<file path="config.mk">
export PLATFORM = sky130hd
export DESIGN_NAME = mod_addsub_pipe
export DESIGN_NICKNAME = d
export VERILOG_FILES = /design/src/rtl/mod_addsub_pipe.sv
export SDC_FILE = /design/constraint.sdc
export NUM_CORES = 1
export LEC_CHECK = 0
export CORE_UTILIZATION = 35
export CTS_CLUSTER_SIZE = 20
export DETAILED_ROUTE_END_ITERATION = 6
export GPL_TIMING_DRIVEN = 0
export SYNTH_ARGS = -nofsm -noshare
export SYNTH_HDL_FRONTEND = slang
export SYNTH_SLANG_ARGS = --single-unit
</file>
<file path="constraint.sdc">
create_clock -name i_clk -period 1.4 [get_ports i_clk]
set_input_delay 0.28 -clock i_clk [delete_from_list [all_inputs] [get_ports i_clk]]
set_output_delay 0.28 -clock i_clk [all_outputs]
set_load 0.05 [all_outputs]
</file>
<file path="src/rtl/mod_addsub_pipe.sv">
// mod_addsub_pipe: pipelined (a +/- b) mod P with the carry/borrow chains split over LEVEL stages.
// Both candidate results are built segment by segment; the last stage picks one by its final carries.
module mod_addsub_pipe #(
    parameter logic [511:0] P        = 512'd97,
    parameter int           BITS     = $clog2(P),
    parameter int           CTL_BITS = 8,
    parameter int           LEVEL    = 1
) (
    input  logic                i_clk,
    input  logic                i_rst,
    input  logic [BITS-1:0]     i_dat_a,
    input  logic [BITS-1:0]     i_dat_b,
    input  logic                i_sub,
    input  logic                i_val,
    input  logic [CTL_BITS-1:0] i_ctl,
    output logic                o_rdy,
    output logic                o_val,
    input  logic                i_rdy,
    output logic [BITS-1:0]     o_dat,
    output logic [CTL_BITS-1:0] o_ctl
);
    localparam int SEG = (BITS + LEVEL - 1) / LEVEL;
    localparam int DAT_BITS = LEVEL * SEG;
    localparam int L = LEVEL - 1;
    localparam logic [DAT_BITS-1:0] PD = DAT_BITS'(P);
    localparam logic [DAT_BITS-1:0] MSK = DAT_BITS'({SEG{1'b1}});

    if (LEVEL < 1 || LEVEL > BITS) begin : g_bad_level
        $error("mod_addsub_pipe: LEVEL=%0d must lie in [1, BITS=%0d]", LEVEL, BITS);
    end
    if (P[0] == 1'b0 || P < 3) begin : g_bad_mod
        $error("mod_addsub_pipe: P must be odd and greater than 2");
    end

    logic [LEVEL-1:0] val_q, sub_q, c0_q, c1_q, ld;
    logic [LEVEL-1:0] val_d, sub_d, c0_d, c1_d;
    logic [DAT_BITS-1:0] r0_q [LEVEL];
    logic [DAT_BITS-1:0] r1_q [LEVEL];
    logic [DAT_BITS-1:0] r0_d [LEVEL];
    logic [DAT_BITS-1:0] r1_d [LEVEL];
    logic [CTL_BITS-1:0] ctl_q [LEVEL];
    logic [CTL_BITS-1:0] ctl_d [LEVEL];

    // r0/r1 enter holding a/b; each stage overwrites its own segment with the two candidates.
    for (genvar k = 0; k < LEVEL; k++) begin : g_st
        logic s_in, c0_in, c1_in;
        logic [DAT_BITS-1:0] r0_in, r1_in;
        logic [SEG:0] x, y, s, t, p;
        if (k == 0) begin : g_src
            assign val_d[k] = i_val;
            assign s_in = i_sub;
            assign c0_in = 1'b0;
            assign c1_in = 1'b0;
            assign r0_in = DAT_BITS'(i_dat_a);
            assign r1_in = DAT_BITS'(i_dat_b);
            assign ctl_d[k] = i_ctl;
        end else begin : g_src
            assign val_d[k] = val_q[k-1];
            assign s_in = sub_q[k-1];
            assign c0_in = c0_q[k-1];
            assign c1_in = c1_q[k-1];
            assign r0_in = r0_q[k-1];
            assign r1_in = r1_q[k-1];
            assign ctl_d[k] = ctl_q[k-1];
        end
        assign x = {1'b0, r0_in[k*SEG +: SEG]};
        assign y = {1'b0, r1_in[k*SEG +: SEG]};
        assign p = {1'b0, PD[k*SEG +: SEG]};
        assign s = s_in ? x - y - {{SEG{1'b0}}, c0_in} : x + y + {{SEG{1'b0}}, c0_in};
        assign t = s_in ? {1'b0, s[SEG-1:0]} + p + {{SEG{1'b0}}, c1_in}
                        : {1'b0, s[SEG-1:0]} - p - {{SEG{1'b0}}, c1_in};
        assign sub_d[k] = s_in;
        assign c0_d[k] = s[SEG];
        assign c1_d[k] = t[SEG];
        assign r0_d[k] = (r0_in & ~(MSK << (k * SEG))) | (DAT_BITS'(s[SEG-1:0]) << (k * SEG));
        assign r1_d[k] = (r1_in & ~(MSK << (k * SEG))) | (DAT_BITS'(t[SEG-1:0]) << (k * SEG));
        // a stage may load when any stage from here to the output is empty, or the sink takes data
        assign ld[k] = i_rdy | (|(~val_q >> k));
    end

    always_ff @(posedge i_clk or posedge i_rst) begin
        if (i_rst) begin
            val_q <= '0;
            sub_q <= '0;
            c0_q <= '0;
            c1_q <= '0;
            for (int k = 0; k < LEVEL; k++) begin
                r0_q[k] <= '0;
                r1_q[k] <= '0;
                ctl_q[k] <= '0;
            end
        end else begin
            for (int k = 0; k < LEVEL; k++) begin
                if (ld[k]) begin
                    val_q[k] <= val_d[k];
                    if (val_d[k]) begin
                        sub_q[k] <= sub_d[k];
                        c0_q[k] <= c0_d[k];
                        c1_q[k] <= c1_d[k];
                        r0_q[k] <= r0_d[k];
                        r1_q[k] <= r1_d[k];
                        ctl_q[k] <= ctl_d[k];
                    end
                end
            end
        end
    end

    assign o_val = val_q[L];
    assign o_ctl = ctl_q[L];
    assign o_rdy = ld[0];
    assign o_dat = BITS'((sub_q[L] ? c0_q[L] : (c0_q[L] | ~c1_q[L])) ? r1_q[L] : r0_q[L]);
endmodule

</file>
* Word-level counts from Yosys, hierarchy flattened *
Cells that the tools add are included.

operators by class
  mux-type cells = 4
  reductions and logical operators = 1
  $add $sub $neg = 4
  bitwise logic cells = 4

operator list
  operator                                                            number
  8-bit two-way mux                                                   2
  7-bit by 7-bit adder with 8-bit output                              1
  7-bit by 7-bit adder with 8-bit output, second input constant       1
  7-bit by 7-bit subtractor with 8-bit output                         1
  7-bit by 7-bit subtractor with 8-bit output, second input constant  1
  7-bit two-way mux                                                   1
  1-bit NOT                                                           2
  1-bit OR                                                            2
  2-bit AND reduction                                                 1
  1-bit two-way mux                                                   1

word-level totals
  input port bits = 27
  output and inout bits = 17
  flip-flop bits (word level) = 26

* Longest topological paths before layout *
Gate-level depths: netlist of run 1.

  depth after elaboration = 4
  mapped depth = 15
  depth with buffers taken out = 15

* Least setup slack after synthesis of run 1 *
OpenSTA, ideal clock, no wires.

  path kind = input -> register
  start = input port i_sub
  end = register c1_q
  required time = 1.272 ns
  buffers on the path = 1
  path slack = -1.706 ns
  stages = 13
  arrival = 2.978 ns
  cells stage by stage = clkbuf_1 mux2_2 fa_1 nor2b_4 o31a_1 o21a_1 o21a_1 nor2_1 ha_1 a211o_1 o32ai_1 xnor2_1 o21ai_0

between the ends
  longest elaborated chain between the ends = 3
  elaborated cells on any way between the ends = 4
  those cells by class = add/sub (2); mux (2)

RTL lines
  element                                                                                                       RTL line  RTL
  start, declared                                                                                               13        input logic i_sub,
  8-bit two-way mux (*)                                                                                         69        assign s = s_in ? x - y - {{SEG{1'b0}}, c0_in} : x + y + {{SEG{1'b0}}, c0_in};
  named net g_st[0].s[6]                                                                                        48        logic [SEG:0] x, y, s, t, p;
  7-bit by 7-bit subtractor with 8-bit output / 7-bit by 7-bit adder with 8-bit output (equally long branches)  71, 70
  8-bit two-way mux (*)                                                                                         70        assign t = s_in ? {1'b0, s[SEG-1:0]} + p + {{SEG{1'b0}}, c1_in}
  end signal, assigned by index                                                                                 99        c1_q[k] <= c1_d[k];
  end, declared                                                                                                 35        logic [LEVEL-1:0] val_q, sub_q, c0_q, c1_q, ld;

The timed path passes the listed nets; every way through them passes the cells marked *.
A chain may end at the register's enable or synchronous reset.

* Worst setup path in the final report of run 1 *
  start = input port i_dat_b[0]
  end = register c1_q

between the ends
  longest elaborated chain between the ends = 4
  elaborated cells on any way between the ends = 6
  those cells by class = add/sub (4); mux (2)

RTL lines
  element                                                                                                       RTL line  RTL
  start, declared                                                                                               12        input logic [BITS-1:0] i_dat_b,
  7-bit by 7-bit adder with 8-bit output / 7-bit by 7-bit subtractor with 8-bit output (equally long branches)  69
  8-bit two-way mux (*)                                                                                         69
  named net g_st[0].s[6]                                                                                        48
  7-bit by 7-bit subtractor with 8-bit output / 7-bit by 7-bit adder with 8-bit output (equally long branches)  71, 70
  8-bit two-way mux (*)                                                                                         70

Marked as above.

==> results of run 1 <==
## cell type report
cell class                 instances  area (um2)
buffer                             4        35.0
clock buffer                       4        55.1
fill                             387        1770
inverter                          12        63.8
multi-input combinational        126        1330
sequential                        26         652
tap                               67        83.8
timing repair buffer              79         771
## Yosys cell counts
cell / count
xor2_1: 1
clkbuf_1: 2
inv_1: 12
nand2b_1: 6
a2111o_1: 1
mux2i_1: 1
o31ai_2: 1
a31oi_1: 3
ha_1: 14
nor2_1: 8
o31ai_1: 3
fa_1: 2
o21a_1: 11
mux2_2: 20
o21bai_2: 1
a211oi_1: 3
nor2b_4: 2
buf_2: 2
a21oi_1: 5
o211ai_1: 1
o21ai_0: 10
o32ai_1: 1
xnor2_1: 10
nor3_1: 5
nand2_1: 12
dfrtp_1: 26
o31a_1: 2
o22ai_1: 1
a21o_1: 1
a211o_1: 1
## worst reg2reg max path, delay by kind of cell, from the launching register on
family / cells / cell delay (ns)
mux: 1 / 0.35
simple gates: 2 / 0.19
buf+inv: 1 / 0.18
flops: 1 / 0.39
## what timing repair did
action	4_1_cts	5_1_grt
gates resized for setup	135	42
endpoints found under the setup margin	32	30
pin swaps	24	19
hold buffers	0	0
cloned	0	0
setup buffers	33	7
## state kept, by name (all words and copies together), names as in the netlist
signal and flops:
c0_q 1, c1_q 1, o_ctl 8, o_val 1, r0_q 7, r1_q 7
sub_q 1
## final timing paths
| check | cells past startpoint | start | endpoint |
|---|---|---|---|
| worst min-delay path | 3 | i_sub | r1_q[1] |
| worst max-delay path | 16 | i_dat_b[0] | c1_q |
| worst max register to register | 4 | o_val | o_ctl[0] |
| min in group asynchronous | 2 | i_rst | c1_q |
| worst min register to register | 2 | r1_q[2] | r1_q[2] |
| max in group asynchronous | 2 | i_rst | o_val |
## routing by layer
layer,global-route usage,vias to the layer above,routed length [um]
li1,-,764,-
met4,0.0654,0,75
met5,0,-,0
met3,0.0139,10,211
met1,0.192,773,1850
met2,0.351,60,2460
## report_power, final
group          switching [mW]  total (mW)  internal (mW)
Clock                   0.238       0.489          0.252
Sequential              0.110        1.06          0.946
Combinational            1.40        2.83           1.43
Total                    1.75        4.38           2.63
## stage by stage
stage	worst slack (ns)	TNS [ns]	hold WS [ns]	total power, mW	cell area [um2]
2_1_floorplan	-1.46	-9.77	0.320	2.53	1870
3_3_place_gp	-2.36	-29.89	0.462	3.04	2390
3_5_place_dp	-2.37	-32.23	0.468	3.08	2390
4_1_cts	-1.42	-14.53	0.390	4.04	2830
5_1_grt	-1.59	-15.56	0.406	4.60	2990
6_report	-1.47	-14.18	0.395	4.38	2990
## logic make-up (layout without fill, tap and decap cells)
kind of cell             after synthesis  in the layout
multiplexers                          21             21
adder cells (fa/ha/maj)               16             16
AO/OA/AOI/OAI                         45             45
AND/OR/NAND/NOR                       33             33
buffers and inverters                 16             99
flip-flops                            26             26
XOR/XNOR                              11             11
==> reports/qor.csv, run 1 <==
metric,value,unit
status,"finished, violations left",
violated checks,negative setup slack,
DR vias/cell,5.05,
Synth cell types,30,
Final Net Count,295,
hold crit path type,in -> reg,
Post-Synth XOR/XNOR Area,0.0554,
total track usage,0.177,
largest net degree at the start of global routing,27,
post-route insts no fill,318,
main combinational cell family by area after synthesis,compound AO/OA/AOI/OAI gates,
drt drc,0,
Yosys top cell area share,0.374,
first-pass GRT wire length,7260,um
Tmin final,2.87,ns
Die Ht,72.5,um
"Avg Cell Area, Syn",10.3,um2
"Clk pin slew, worst setup/hold paths",0.09,ns
DIE WIDTH,72.5,um
core area,4750,um2
RSZ-0062 raised after global routing,true,
die area,5250,um2
post-DR wirelength/cell,14.5,um
Power Dens Cells,1460,nW/um2
placed insts,278,
port buffer count,43,
top post-synthesis cells by area,"dfrtp_1 (37%), mux2_2 (13%), ha_1 (10%)",
"Arr. time, crit path",3.03,ns
Synth Area in Adders,0.124,
antenna violations before repair,0,
YS warnings,0,
crit-path most repeated cell,ha_1,
Fmax achieved,0.348,GHz
row cnt,25,
ant diodes,0,
peak supply drop,639,uV
Slew headroom,0.617,
"most common cell after layout, fill and taps aside",dfrtp_1,
startpoint types,input port,
post-synthesis compound-gate area fraction,0.180,
final hold violation count,0,
Clock Tree Buf Depth,2,
post-synthesis sequential area ratio,0.374,
family with the most delay on the worst path,compound AO/OA/AOI/OAI gates,
Slew @ Worst Pin,0.573,ns
area delta synth->final,71.9,%
RePlAce Congestion,0.772,
kind of critical path,in -> reg,
worst-path fanout max,3,
worst path bufs/invs,2,
Mapped Nets,211,
worst clock skew,0.00298,ns
Final Max Slew Viols,0,
post-synthesis register bit count,26,
CTS root buf,clkbuf_8,
most frequent cells in the layout,"dfrtp_1 (25), buf_4 (22), buf_6 (20), clkdlybuf4s50_1 (18), mux2_2 (12)",
Lkg Pwr,1.34,nW
grt ovf,0,
layout cells sized above 1,0.522,
final antenna-violating net count,0,
initial core utilization,0.366,
post-layout util,0.628,
CTS tree,yes,
# clock sinks,26,
final setup fails,20,
Tcrit/Tclk final,2.05,
simple-gate share of the synthesized area,0.0950,
Post-DP HPWL,2870,um
H-tree Lvls,1,
"Cell Area, Synth",1740,um2
cts bufs inserted,3,
mux cell area share after synthesis,0.135,
Pre-antenna DRT Iters,4,
Via Count,1607,
critical path's slowest cell,ha_1,
crit-path cells,buf_12 -> inv_12 -> ha_4 -> nor2_4 -> xnor2_2 -> ha_1 -> nor2b_4 -> o31a_1 -> o21a_1 -> nor3_2 -> nor2_2 -> ha_1 -> a211o_1 -> o32ai_2 -> xnor2_1 -> o21ai_1,
worst setup margin,-1.47,ns
cell taking the most area after synthesis,dfrtp_1,
initial DRC count,75,
clock latency on the worst-skew pair,0.27,ns
max cap viols,0,
largest stage delay on the critical path,0.33,ns
post-synthesis cell count,168,
final wirelength,4600,um
# IOs,44,
R2R Setup Slk,0.18,ns
vias in the first global route,1656,
Critical Path RT,1.56,ns
CP Capture Type,register,
Note: power is estimated with default switching activity, not from simulation.
==> run 2, diff against run 1 <==
- SETUP_SLACK_MARGIN: default -> 0.02
==> run 2 against run 1 <==
Effect of this change: the run still ends with negative setup slack left; sequential share of layout area barely moved; design area fell by 0.21%; clock power fell by 12%; sequential power barely moved; global-route usage rose by 0.11 points; routed wire length fell by 6.6%; cell count did not move; clock-buffer cell count did not move; combinational power fell by 3%; non-clock buffer count did not move.
==> reports/qor.csv, run 2 (synthesis gave the netlist of run 1 again) <==
metric,value,unit
Lkg Pwr,1.33,nW
die area,5250,um2
RSZ-0062 raised after global routing,true,
internal power,2.54,mW
Slew @ Worst Pin,0.560,ns
sequential share of power,0.250,
startpoint types,input port,
Power Dens Cells,1420,nW/um2
peak supply drop,583,uV
Largest register FFs,8,
core area,4750,um2
drt drc,0,
grt ovf,0,
Fmax achieved,0.344,GHz
Via Count,1554,
Slew headroom,0.626,
final setup fails,21,
"most common cell after layout, fill and taps aside",dfrtp_1,
CTS root buf,clkbuf_8,
cts bufs inserted,3,
clock latency on the worst-skew pair,0.27,ns
initial DRC count,64,
r2r startpoint,o_val,
post-layout util,0.627,
"Clk pin slew, worst setup/hold paths",0.08,ns
largest net degree at the start of global routing,27,
# clock sinks,26,
# IOs,44,
Clock power frac,0.102,
final wirelength,4290,um
final hold violation count,0,
Critical Path RT,1.55,ns
DR vias/cell,4.89,
kind of critical path,in -> reg,
hold crit path type,in -> async,
total track usage,0.178,
R2R Setup Slk,0.17,ns
status,"finished, violations left",
ant diodes,0,
Pre-antenna DRT Iters,4,
DP Worst Slack,-2.42,ns
max cap viols,0,
post-DR wirelength/cell,13.5,um
DIE WIDTH,72.5,um
final antenna-violating net count,0,
worst clock skew,0.00490,ns
vias in the first global route,1568,
Sw Ratio,0.398,
port buffer count,43,
CP Capture Type,register,
Final Max Slew Viols,0,
most frequent cells in the layout,"dfrtp_1 (25), buf_4 (22), buf_6 (21), clkdlybuf4s50_1 (18), mux2_2 (12)",
row cnt,25,
Tmin final,2.91,ns
initial core utilization,0.366,
Sw Pwr,1.68,mW
hold_ws,0.412,ns
"Arr. time, crit path",3.06,ns
CTS tree,yes,
R2R Path End,o_ctl[1],
Final Net Count,295,
R2R cell count,4,
Die Ht,72.5,um
RePlAce Congestion,0.817,
Clock Tree Buf Depth,2,
share of total power in combinational logic,0.648,
Post-DP HPWL,3050,um
TNS Setup,-14.56,ns
first-pass GRT wire length,7170,um
H-tree Lvls,1,
area delta synth->final,71.6,%
Tcrit/Tclk final,2.08,
violated checks,negative setup slack,
layout cells sized above 1,0.506,
worst-path fanout max,3,
quantity of hold-fixing buffers added after cts,0,
antenna violations before repair,0,
worst setup margin,-1.51,ns
## run 2: changes by cell type in the layout (fill, tap and decap cells not counted), moves of 2 or more
cell	change
clkbuf_2	-4
clkdlybuf4s15_2	+4
o21ai_2	+3
clkbuf_8	-2
xnor2_1	+2
xnor2_2	-2
## run 2: per-stage QoR
stage	power, mW	cells	area [um2]
after floorplan	2.61	168	1900
after global placement	3.11	278	2410
after detailed placement	3.16	278	2410
after CTS	4.06	312	2870
after global routing	4.47	318	2980
final	4.22	318	2980
## run 2: worst max path at each step
stage	from	endpoint	slack, ns	cells past startpoint
4_1_cts	i_dat_b[0]	c1_q	-1.52	17
3_5_place_dp	i_dat_b[0]	c1_q	-2.42	16
6_report	i_dat_b[0]	c1_q	-1.51	15
3_3_place_gp	i_dat_b[0]	c1_q	-2.37	16
2_1_floorplan	i_dat_b[0]	c1_q	-1.46	14
5_1_grt	i_dat_b[2]	c1_q	-1.61	16
## run 2: layout make-up
cell class / count / area, um2
buffer: 4 / 50.0
clock buffer: 4 / 45.0
fill: 391 / 1770
inverter: 12 / 63.8
multi-input combinational: 126 / 1300
sequential: 26 / 652
tap: 67 / 83.8
timing repair buffer: 79 / 785
## run 2: critical path: stages
cell and delay (ns):
buf_12 0.10, inv_12 0.03, ha_4 0.21, mux2_4 0.28, fa_2 0.42, nor2b_4 0.13, o31a_1 0.16, o21a_1 0.17
o21a_1 0.18, nor2_2 0.06, ha_1 0.30, a211o_1 0.27, o32ai_2 0.22, xnor2_1 0.17, o21ai_1 0.08
## run 2: power by group through the flow
| stage | Combinational (mW) | Clock (mW) | Sequential [mW] |
|---|---|---|---|
| floorplan | 1.44 | 0 | 1.17 |
| global placement | 2.05 | 0 | 1.06 |
| detailed placement | 2.09 | 0 | 1.07 |
| CTS | 2.57 | 0.439 | 1.06 |
| global route | 2.92 | 0.465 | 1.08 |
| finish | 2.74 | 0.430 | 1.06 |
## run 2: timing repair
action                     CTS  global route
gates resized for setup    148            18
hold endpoints to repair     0             0
setup endpoints to repair   36            23
buffers inserted            30             8
pin swaps                   30            11
## run 2: layer usage
metal	vias to the layer above	track usage	share of wire	routed length [um]
met5	-	0	0	0
met4	0	0.0588	0.019	81
met3	9	0.0208	0.034	144
met2	44	0.350	0.56	2410
met1	731	0.195	0.39	1660
li1	770	-	-	-
==> run 3, diff against run 2 <==
- CORE_MARGIN: default -> 5
- CORE_UTILIZATION: 35 -> 30
==> run 3 against run 2 <==
Effect of this change: the flow still finishes with violations (negative setup slack); clock power up 45%; via count decreased by 1.6%; maximum frequency up 1.1%; register-to-register slack about the same; worst hold slack worse by 0.012 ns; sequential power about the same; first-iteration DRC count down 66%; utilization fell by 7.3 points; die area up 41%; non-clock buffer count increased by 1; routed wire length up 6.1%.
==> reports/qor.csv, run 3 (synthesis gave the netlist of run 1 again) <==
metric,value,unit
status,"finished, violations left",
violated checks,negative setup slack,
grt ovf,0,
# IOs,44,
Final Max Slew Viols,0,
register area,652,um2
final wirelength,4560,um
largest net degree at the start of global routing,27,
H-tree Lvls,1,
quantity of hold-fixing buffers added after cts,0,
final hold violation count,0,
worst path bufs/invs,2,
initial DRC count,22,
Via Count,1529,
hold crit path type,in -> async,
first-pass GRT wire length,7730,um
drt drc,0,
peak supply drop,734,uV
hold_ws,0.401,ns
vias in the first global route,1659,
family with the most delay on the worst path,compound AO/OA/AOI/OAI gates,
Lkg Pwr,1.37,nW
layout cells sized above 1,0.536,
Clock Tree Buf Depth,2,
area delta synth->final,77.6,%
Slew headroom,0.621,
"Clk pin slew, worst setup/hold paths",0.10,ns
"most common cell after layout, fill and taps aside",dfrtp_1,
max cap viols,0,
RSZ-0062 raised after global routing,true,
multi-input logic area,1370,um2
startpoint types,input port,
Tcrit/Tclk final,2.05,
Tmin final,2.87,ns
post-DR wirelength/cell,14.1,um
placed insts,283,
port buffer count,43,
final antenna-violating net count,0,
antenna violations before repair,0,
post-layout util,0.554,
largest stage delay on the critical path,0.38,ns
Fmax achieved,0.348,GHz
critical path's slowest cell,fa_2,
Slew @ Worst Pin,0.568,ns
ant diodes,0,
core area,5570,um2
worst-path fanout max,2,
Die Ht,86.1,um
DIE WIDTH,86.1,um
kind of critical path,in -> reg,
fill count,495,
CTS root buf,clkbuf_8,
clock latency on the worst-skew pair,0.27,ns
Largest register FFs,8,
crit-path cells,buf_12 -> inv_12 -> ha_4 -> mux2_4 -> fa_2 -> nor2b_4 -> o31a_1 -> o21a_1 -> o21a_1 -> nor2_2 -> ha_1 -> a211o_1 -> o32ai_2 -> xnor2_1 -> o21ai_1,
DR vias/cell,4.72,
most frequent cells in the layout,"dfrtp_1 (25), buf_6 (22), buf_4 (22), clkdlybuf4s50_1 (17), mux2_2 (12)",
worst clock skew,0.0107,ns
cts bufs inserted,3,
TNS Setup,-13.17,ns
CTS tree,yes,
crit-path most repeated cell,o21a_1,
Final Net Count,296,
"Arr. time, crit path",3.02,ns
Pre-antenna DRT Iters,4,
final setup fails,21,
total track usage,0.128,
Critical Path RT,1.55,ns
Post-DP HPWL,3070,um
Power Dens Cells,1500,nW/um2
post-route insts no fill,324,
initial core utilization,0.312,
die area,7410,um2
CP Capture Type,register,
row cnt,27,
worst setup margin,-1.47,ns
DP Worst Slack,-2.39,ns
# clock sinks,26,
RePlAce Congestion,0.786,
==> run 3: cell count changes in the layout (fill, tap and decap cells not counted), sizes merged <==
cell / before / now
dlymetal6s2s: 0 / 1
clkdlybuf4s50: 18 / 17
clkbuf: 6 / 5
buf: 51 / 52
bufinv: 0 / 1
==> run 3: stage by stage <==
step | power (mW) | instance area [um2]
floorplan | 2.61 | 1900
global placement | 3.14 | 2420
detailed placement | 3.16 | 2420
CTS | 4.29 | 2920
global route | 4.88 | 3090
finish | 4.62 | 3090
==> run 3: per-layer routing <==
layer  routed length (um)  global-route usage  vias to the layer above
met4                   62              0.0460                        0
li1                     -                   -                      768
met2                 2410               0.236                       24
met5                    0                   0                        -
met3                  123              0.0125                        4
met1                 1960               0.153                      733
==> run 3: worst paths after layout <==
check,start,endpoint,slack (ns),cells past startpoint
max,i_dat_b[0],c1_q,-1.47,15
min,i_rst,o_ctl[2],0.40,2
max reg2reg,o_val,r0_q[4],0.16,4
min reg2reg,r1_q[4],r1_q[4],0.48,1
max in group asynchronous,i_rst,o_val,0.65,2
min in group i_clk,i_sub,r1_q[1],0.41,3
==> run 3: power by group <==
group          switching [mW]  internal [mW]
clock                   0.239          0.382
combinational            1.42           1.52
sequential              0.113          0.946
==> run 3: final cells by class <==
| cell class | count | area share |
|---|---|---|
| Clock inverter | 1 | 0.00973 |
| Buffer | 4 | 0.0113 |
| Clock buffer | 3 | 0.0134 |
| Timing Repair Buffer | 80 | 0.260 |
| Tap cell | 72 | 0.0292 |
| Multi-Input combinational cell | 126 | 0.445 |
| Inverter | 12 | 0.0207 |
| Sequential cell | 26 | 0.211 |
==> run 3: what timing repair did <==
item                       in CTS  in global routing
resized for setup             143                 38
pin swaps                      29                 30
buffers inserted               34                  9
setup endpoints to repair      35                 49
gates cloned                    0                  0
